<file path="config.mk">
export PLATFORM = sky130hd
export DESIGN_NAME = ifetch_queue
export DESIGN_NICKNAME = d
export VERILOG_FILES = /design/src/rtl/ifetch_queue.sv
export SDC_FILE = /design/constraint.sdc
export NUM_CORES = 1
export LEC_CHECK = 0
export CAP_MARGIN = 0
export CORE_ASPECT_RATIO = 1.1
export CORE_MARGIN = 2
export CORE_UTILIZATION = 34
export CTS_BUF_LIST = sky130_fd_sc_hd__clkbuf_16
export DETAILED_ROUTE_END_ITERATION = 8
export SLEW_MARGIN = 15
export SYNTH_ARGS = -nofsm -noshare
export SYNTH_HDL_FRONTEND = slang
export SYNTH_SLANG_ARGS = --single-unit
</file>
<file path="constraint.sdc">
create_clock -name clk -period 3.8 [get_ports clk]
set_input_delay 0.57 -clock clk [delete_from_list [all_inputs] [get_ports clk]]
set_output_delay 0.57 -clock clk [all_outputs]
set_load 0.01 [all_outputs]
</file>
<file path="src/rtl/ifetch_queue.sv">
// rtl/ifetch_queue.sv - in-order instruction fetch front end with a small {pc,ir} FIFO
// Issues pipelined memory reads against reserved FIFO credit and flushes on redirect.
module ifetch_queue #(
    parameter int            DEPTH    = 4,
    parameter int            MAX_OUT  = 2,
    parameter int            AW       = 11,
    parameter int            DW       = 32,
    parameter logic [AW-1:0] RESET_PC = '0
) (
    input  logic          clk,
    input  logic          rst,
    input  logic          redirect,
    input  logic [AW-1:0] redirect_pc,
    input  logic          deq,
    output logic          ir_valid,
    output logic [DW-1:0] ir_out,
    output logic [AW-1:0] pc_out,
    output logic [AW-1:0] im_addr,
    output logic          im_oen,
    input  logic [DW-1:0] im_data,
    input  logic          im_ack
);

    localparam int PW = (DEPTH > 1) ? $clog2(DEPTH) : 1;
    localparam int CW = $clog2(DEPTH + 1);
    localparam int OW = $clog2(MAX_OUT + 1);

    logic [AW-1:0] pc_mem [DEPTH];
    logic [DW-1:0] ir_mem [DEPTH];

    logic [PW-1:0] rd_ptr;
    logic [PW-1:0] wr_ptr;
    logic [CW-1:0] count;
    logic [OW-1:0] outst;
    logic [OW-1:0] drop_cnt;
    logic [AW-1:0] fetch_pc;
    logic [AW-1:0] resp_pc;

    logic issue;
    logic ack_v;
    logic push;
    logic pop;

    always_comb begin
        ack_v = im_ack && (outst != '0);
        // Each request holds a FIFO slot until its word is consumed, so a push can never overflow.
        issue = !rst && !redirect
                && (int'(outst) < MAX_OUT)
                && (int'(count) + int'(outst) < DEPTH);
        push  = ack_v && !redirect && (drop_cnt == '0);
        pop   = deq && (count != '0) && !redirect;
    end

    always_ff @(posedge clk or posedge rst) begin
        if (rst) begin
            rd_ptr   <= '0;
            wr_ptr   <= '0;
            count    <= '0;
            outst    <= '0;
            drop_cnt <= '0;
            fetch_pc <= RESET_PC;
            resp_pc  <= RESET_PC;
        end else begin
            outst <= outst + OW'(issue) - OW'(ack_v);
            if (redirect) begin
                rd_ptr   <= '0;
                wr_ptr   <= '0;
                count    <= '0;
                fetch_pc <= redirect_pc;
                resp_pc  <= redirect_pc;
                // Every request still in flight belongs to the abandoned stream.
                drop_cnt <= outst - OW'(ack_v);
            end else begin
                if (issue) begin
                    fetch_pc <= fetch_pc + AW'(1);
                end
                if (ack_v && (drop_cnt != '0)) begin
                    drop_cnt <= drop_cnt - OW'(1);
                end
                if (push) begin
                    wr_ptr  <= wr_ptr + PW'(1);
                    resp_pc <= resp_pc + AW'(1);
                end
                if (pop) begin
                    rd_ptr <= rd_ptr + PW'(1);
                end
                count <= count + CW'(push) - CW'(pop);
            end
        end
    end

    always_ff @(posedge clk) begin
        if (push) begin
            pc_mem[wr_ptr] <= resp_pc;
            ir_mem[wr_ptr] <= im_data;
        end
    end

    assign ir_valid = (count != '0);
    assign ir_out   = ir_valid ? ir_mem[rd_ptr] : '0;
    assign pc_out   = ir_valid ? pc_mem[rd_ptr] : '0;
    assign im_addr  = fetch_pc;
    assign im_oen   = !issue;

endmodule
</file>
==> Word-level counts from Yosys, hierarchy flattened <==
Memory sizes are Yosys's and may differ from the RTL's.
Index checks and enable logic that the tools add are counted.
Widths: inputs -> output; s select.
{ "totals": {"regBits": 33, "elab_cells": 57, "inputBits": 48, "ramBits": 172, "output_inout_bits": 56, "memories": 2} }
{ "mem_list": {"columns": ["memory", "depth", "width", "read_ports", "rd_clocked_by_memory_dff", "wr", "line_no", "rtl"], "rows": [
  ["ir_mem", 4, 32, 1, 0, 1, "29", "logic [DW-1:0] ir_mem [DEPTH];"],
  ["pc_mem", 4, 11, 1, 0, 1, "28", "logic [AW-1:0] pc_mem [DEPTH];"]
]} }
{ "op_classes": {"muxes": 15, "add_sub_neg": 11, "magnitude_cmp": 2, "n_reduce_logical": 20} }
{ "ops": {"columns": ["cell", "count"], "rows": [
  ["$mux 11", 5],
  ["$mux 32", 1],
  ["$add 11x1->11 const B", 2],
  ["$mux 2", 6],
  ["$reduce_bool 2->1", 6],
  ["$logic_and 1x1->1", 9],
  ["$add 2x1->2 const B", 2],
  ["$add 3x2->4", 1],
  ["$lt 4x3->1 const B", 1],
  ["$sub 2x1->2", 2],
  ["$add 3x1->3", 1],
  ["$logic_not 1->1", 3],
  ["$mux 3", 1],
  ["$reduce_bool 3->1", 1],
  ["$sub 3x1->3", 1],
  ["$add 2x1->2", 1],
  ["$logic_not 2->1", 1],
  ["$lt 2x2->1 const B", 1],
  ["$mux 1", 2],
  ["$sub 2x1->2 const B", 1]
]} }

==> Longest topological paths before layout <==
{ "depth": {"word_depth": 7, "depth_mapped": 12, "mapped_depth_nobuf": 12} }

==> Least setup slack after synthesis <==
OpenSTA, ideal clock, no wires.
{ "synth_timing": {"path_type": "reg2reg", "start": "register drop_cnt[0]", "end": "memory ir_mem[0][0], enable pin", "path_stages_with_launch": 6, "path_buffers": 0, "period_less_slack_ns": 2.516, "setup_time_ns": 0.405, "required_ns": 3.395, "t_arrival_ns": 2.112, "setup_slack_ns": 1.284, "cell_sequence": "dfrtp_1 -> inv_1 -> ha_1 -> o211ai_2 -> nor2_1 -> and2_1"} }
{ "synth_between": {"elab_chain_cells": 4} }
{ "synth_lines": {"columns": ["item", "line_no", "rtl"], "rows": [
  ["start, declared", "35", "logic [OW-1:0] drop_cnt;"],
  ["start signal, assigned", "72", "drop_cnt <= outst - OW'(ack_v);"],
  ["start signal, assigned", "78", "drop_cnt <= drop_cnt - OW'(1);"],
  ["$logic_not 2->1", "50", "push = ack_v && !redirect && (drop_cnt == '0);"],
  ["$logic_and 1x1->1", "50", null],
  ["$mux 1", "93", "if (push) begin"],
  ["$mux 1 (implied by the code)", "95", "ir_mem[wr_ptr] <= im_data;"],
  ["end, declared", "29", null]
]} }
No other way between the ends.

==> Worst setup path in the final report <==
{ "layout_timing": {"start": "register rd_ptr[0]", "end": "output port ir_out[12]"} }
{ "layout_between": {"elab_chain_cells": 2} }
{ "layout_lines": {"columns": ["item", "line_no", "rtl"], "rows": [
  ["start, declared", "31", "logic [PW-1:0] rd_ptr;"],
  ["start signal, assigned", "85", "rd_ptr <= rd_ptr + PW'(1);"],
  ["$mem_v2 4x32", null, null],
  ["$mux 32", "100", "assign ir_out = ir_valid ? ir_mem[rd_ptr] : '0;"],
  ["end, declared", "16", "output logic [DW-1:0] ir_out,"]
]} }
No other way between the ends.

==> results.md <==
* Status: completed
* Routed wl met3 at 1040 um
* Crit path max fanout at 30
* Top routing layer in use: met5
* Clk slew on worst S/H paths at roughly 0.060 ns
* First-pass GRT wire length at 26700 um
* Largest cells by area after synthesis: edfxtp_1 61%, mux4_2 12%, dfrtp_1 9.8%, and2_1 3.7%, mux2_2 2.0%
* Synth Instances at about 450
* Die W at 154 um
* Most common cell after layout, fill and taps aside: edfxtp_1
* Slowest Stage Delay on Critical Path at 0.84 ns
* Bufs on Longest Clock Path at 3
* Hold depth at 0
* Critical path startpoint category: register
* Initial drt markers at 225
* P per Cell Area at 694 nW/um^2
* Area added between synthesis and finish at 28.2%
* Post-synthesis sequential area ratio at 71.2%
* Sw frac at 26.4%
* Cell-by-cell listing of the critical path: buf_12 -> mux4_2 -> and2_1 -> clkdlybuf4s50_1
* 1st-pass router iterations at 4
* NumNets Final at 635
* Core ar. at 24400 um^2
* Routed WL at 16800 um
* EDFF count, synth at 172
* Post-CTS sizing at 0
* Commonest non-fill, non-tap cells in the layout: 172 x edfxtp_1, 103 x clkdlybuf4s50_1, 46 x and2_1
* Psw at 1.97 mW
* Mean post-synth cell area at 18.5 um^2
* ANT nets after route at 0
* Synthesis Warnings at 0
* Vias in the first global route at around 4800
* Sink Count at 205
* Met2 WL at 8340 um
* Worst EP required at 3.23 ns
* R2R Setup Slk at 1.30 ns
* Post-synth top flop: edfxtp_1
* Crit path DAT at 2.77 ns
* Die Y at between 150 and 200 um
* Cts hold-fix bufs at 0
* Share of cells above drive strength 1 at about a fifth
* Endpoint of the worst-slack reg-to-reg timing path: count[2]$_DFF_PP0_
* Fill cells at between 2000 and 2500
* Via density at 4.85
* RSZ-0062 raised after global routing: false
* Crit end category: primary output
* FP Rows at 60
* DR vias at roughly 4400
* Post-Place Worst Slack at roughly 0.82 ns
* Power after layout at 7.49 mW
* Async SR Flop Fraction at 16.1%
* Mapped cell area at around 8400 um^2
* Syn nets at 516
* Endpoints failing setup at 0
* CP Class: reg2out
* Clk_lat worst skew at 0.51 ns
* Slew Limit Headroom at 41.2%
* Post-CTS Setup Bufs at 0
* Worst reg2reg path startpoint: count[2]$_DFF_PP0_
* CTS buffer count at 24
* GRT overflow at 0
* Sequential group share of total power at 37.8%
* Minimum clock period at roughly 3.3 ns
* Gr usage total at 13.1%
* Worst-Margin Slew at approximately 0.88 ns
* Hpwl dp at 10300 um
* GP Congestion at about 0.76
* Final hold violations at 0
* TritonCTS clock tree: built
* Area leader, netlist: edfxtp_1
* Clock share of power at 35.1%
* Logic pwr share at about 27%
* Yosys reg bits at 205
* Max-slew violations at 0
* Htree depth at 1
* MaxCap Viol Count at 0
* Crit path launch: rd_ptr[0]$_DFFE_PP0P_
* CTS root buf: clkbuf_16
* Sequential cell area at 6000 um^2
* Initial Utilization at 34.5%
* Initial antenna violation count at 1
* Multi-input gate area at 2300 um^2
* CP max stage cell: dfrtp_4
* Hold Crit Endpoint: pc_mem[0][10]$_DFFE_PP_
* Hold Crit Class: reg2reg
* Final Skew at around 0.012 ns
* Setup WS post-layout at 0.458 ns
* DRC errors left at 0
* Distinct cells, synth at 37
* DRT met1 WL at 7120 um
* Max Clock Freq at between 200 and 300 MHz
* Internal at 5.51 mW
* Post-synth top area share at between 60% and 70%
* Ports at 104
* Final period util at 87.9%
* Die Area at 26000 um^2
* Lkg Pwr at ~3.6 nW
* Setup TNS at 0 ns
* Reg2Reg Depth at 10
* Peak supply drop at 0.266 mV
* IO Port Bufs at roughly 100
* Drt wl/cell at about 19 um
* HP Start: resp_pc[10]$_DFFE_PP0P_
* Largest net degree at the start of global routing at 44
* Antenna diodes at 0
* Util after Layout at between 40% and 50%
## through the flow
stage,cells,hold slack (ns),cell area (um^2)
2_1_floorplan,454,0.495,8420
3_3_place_gp,857,0.531,9870
3_5_place_dp,857,0.533,9870
4_1_cts,901,0.549,10800
5_1_grt,901,0.593,10800
6_report,901,0.541,10800
## power by group through the flow
stage                     sequential [mW]  clock, mW  combinational, mW
after floorplan                      2.74          0               1.23
after global placement               2.87          0               2.04
after detailed placement             2.88          0               2.07
after CTS                            2.84       2.70               2.08
after global routing                 2.87       2.79               2.21
final                                2.83       2.63               2.03
## synth_stat cells, types with 3 or more instances
| cell type | instances |
|---|---|
| mux2i_1 | 5 |
| mux4_2 | 43 |
| xnor2_1 | 18 |
| inv_1 | 13 |
| nand4_1 | 6 |
| nand3_1 | 6 |
| dfrtp_1 | 33 |
| nor2_1 | 12 |
| and2_1 | 50 |
| clkbuf_1 | 12 |
| nor3_1 | 5 |
| a21oi_1 | 3 |
| nand2_1 | 7 |
| edfxtp_1 | 172 |
| o21a_1 | 3 |
| xor2_1 | 8 |
| ha_1 | 13 |
| nor4_1 | 3 |
| buf_2 | 5 |
| mux2_2 | 15 |
## layer usage
metal | GRT usage (%) | vias up
met1 | 16.6 | 2226
met3 | 3.30 | 26
met5 | 0 | -
met4 | 3.05 | 2
met2 | 22.7 | 115
li1 | - | 2001
## layout make-up
type	count	share of cell area, %
timing repair buffer	112	10.5
multi-input combinational	216	21.3
clock inverter	19	2.78
sequential	205	55.5
clock buffer	25	5.80
inverter	14	0.487
tap	310	3.59
## state kept, by name, summed over array words and instances, names as in the netlist
signal	cells
rd_ptr	2
drop_cnt	2
outst	2
pc_mem	44
ir_mem	128
im_addr	11
resp_pc	11
wr_ptr	2
count	3
## cell families (layout without fill, tap and decap cells)
logic type | count (synthesis) | in the layout | synth area share (%)
buf+inv | 33 | 170 | 1.63
fa+ha+maj | 14 | 14 | 2.17
xor+xnor | 26 | 26 | 2.70
simple gates | 99 | 99 | 7.01
flops | 205 | 205 | 71.2
mux | 63 | 63 | 14.1
compound gates | 14 | 14 | 1.22
## critical path: cells and delay by family (launching register included)
family	cells	cell delay, ns
flip-flops	1	0.84
buffers and inverters	2	0.75
multiplexers	1	0.50
AND/OR/NAND/NOR	1	0.17
## how the worst max path moves through the flow
stage                                   endpoint  cells past startpoint
after floorplan           ir_mem[0][0]$_DFFE_PP_                      5
after global placement        count[2]$_DFF_PP0_                     11
after detailed placement      count[2]$_DFF_PP0_                     11
after CTS                             ir_out[12]                      4
after global routing                  ir_out[12]                      4
final                                 ir_out[12]                      4
Note: power is estimated with default switching activity, not from simulation.
==> RTL edit, RTL diff (config.mk and constraints unchanged) <==
`MAX_OUT`: 2 -> 1.
--- a/src/rtl/ifetch_queue.sv
+++ b/src/rtl/ifetch_queue.sv
@@ -4,3 +4,3 @@
     parameter int            DEPTH    = 4,
-    parameter int            MAX_OUT  = 2,
+    parameter int            MAX_OUT  = 1,
     parameter int            AW       = 11,
Function: changed (a bounded check fails within 4 cycles, from zero or initial values and one cycle with rst high).
==> RTL edit against the original RTL <==
Sequential cell count down 2; power down 20%; final cell count down 0.11%; routed wire length up 0.82%; sequential share of layout area up 1.7 points; synthesized area down 2.1%; global-route usage about the same; cell area down 3.8%; first-iteration DRC count up 44%; non-clock buffer count up 4; critical path depth unchanged; combinational power down 29%; setup slack better by 0.061 ns.
==> RTL edit: results <==
export IMPL_place_congestion=0.874
export IMPL_synthCells=459
export IMPL_p_int_w=0.00441
export IMPL_vias=4554
export IMPL_synth_common_cells="edfxtp_1, nor2b_1, mux4_2"
export IMPL_synth_fp_nets=517
export IMPL_pg_clk_w=0.00193
export IMPL_antennaDiodeCount=1
export IMPL_power_leakage_nw=3.40
export IMPL_holdPathEnd="pc_mem[2][10]"
export IMPL_min_period_ns=3.28
export IMPL_cp_top_family="buffers and inverters"
export IMPL_grt_pass1_wl_um=26700
export IMPL_synth_area_leaders="edfxtp_1, mux4_2, dfrtp_1"
export IMPL_drt_initial_drc_count=323
export IMPL_fillCellCount=2095
export IMPL_r2r_start="outst"
export IMPL_ir_worst_vdd_v=0.000280
export IMPL_final_nets=636
export IMPL_reg2reg_depth=9
export IMPL_grt_max_degree=45
export IMPL_clock_area_frac=0.0637
export IMPL_pre_cts_ws_ns=0.825
export IMPL_grtUsageTotal=0.131
export IMPL_antenna_found_initial=0
export IMPL_comb_multi_input_count=221
export IMPL_design_area_um2=10400
export IMPL_synth_seq_area_share=0.721
export IMPL_yosys_register_bits=203
export IMPL_fin_cells=900
export IMPL_signal_buffer_area_fraction=0.112
export IMPL_grt_pass1_vias=4753
export IMPL_wirelength_um=16900
export IMPL_regArea_um2=5950
export IMPL_synth_area_um2=8240
export IMPL_sequentialPowerShare=0.438
export IMPL_dp_hpwl_um=10600
export IMPL_signal_buffers=116
export IMPL_status="complete, no violations"
export IMPL_multi_input_area_share=0.209
export IMPL_drive_above_1_share=0.162
export IMPL_cts_root_buffer="clkbuf_16"
export IMPL_ff2ff_setup_slack_ns=1.42
export IMPL_holdWs_ns=0.579
export IMPL_p_per_area_nw_per_um2=580
export IMPL_clkbuf_count=23
-- RTL edit: cell count changes after synthesis, moves of 7 or more --
cell | before | now
and2_1 | 50 | 4
nor2b_1 | 2 | 46
mux2_2 | 15 | 0
xnor2_1 | 18 | 3
nand2_1 | 7 | 21
o311ai_0 | 0 | 13
nand3_1 | 6 | 15
or4_1 | 0 | 7
-- RTL edit: cells by family (layout without fill, tap and decap cells) --
kind of cell / after synthesis / after routing / share of synthesized area
flops: 203 / 203 / 0.721
simple gates: 121 / 121 / 0.0846
mux: 45 / 45 / 0.120
compound gates: 40 / 40 / 0.0366
buf+inv: 35 / 170 / 0.0168
fa+ha+maj: 10 / 10 / 0.0161
xor+xnor: 5 / 5 / 0.00531
other cells: 0 / 1 / 0
-- RTL edit: layer usage --
metal,track usage,wire (µm)
met2,0.212,8090
met1,0.182,7610
met4,0.0278,208
met3,0.0303,1020
met5,0,0
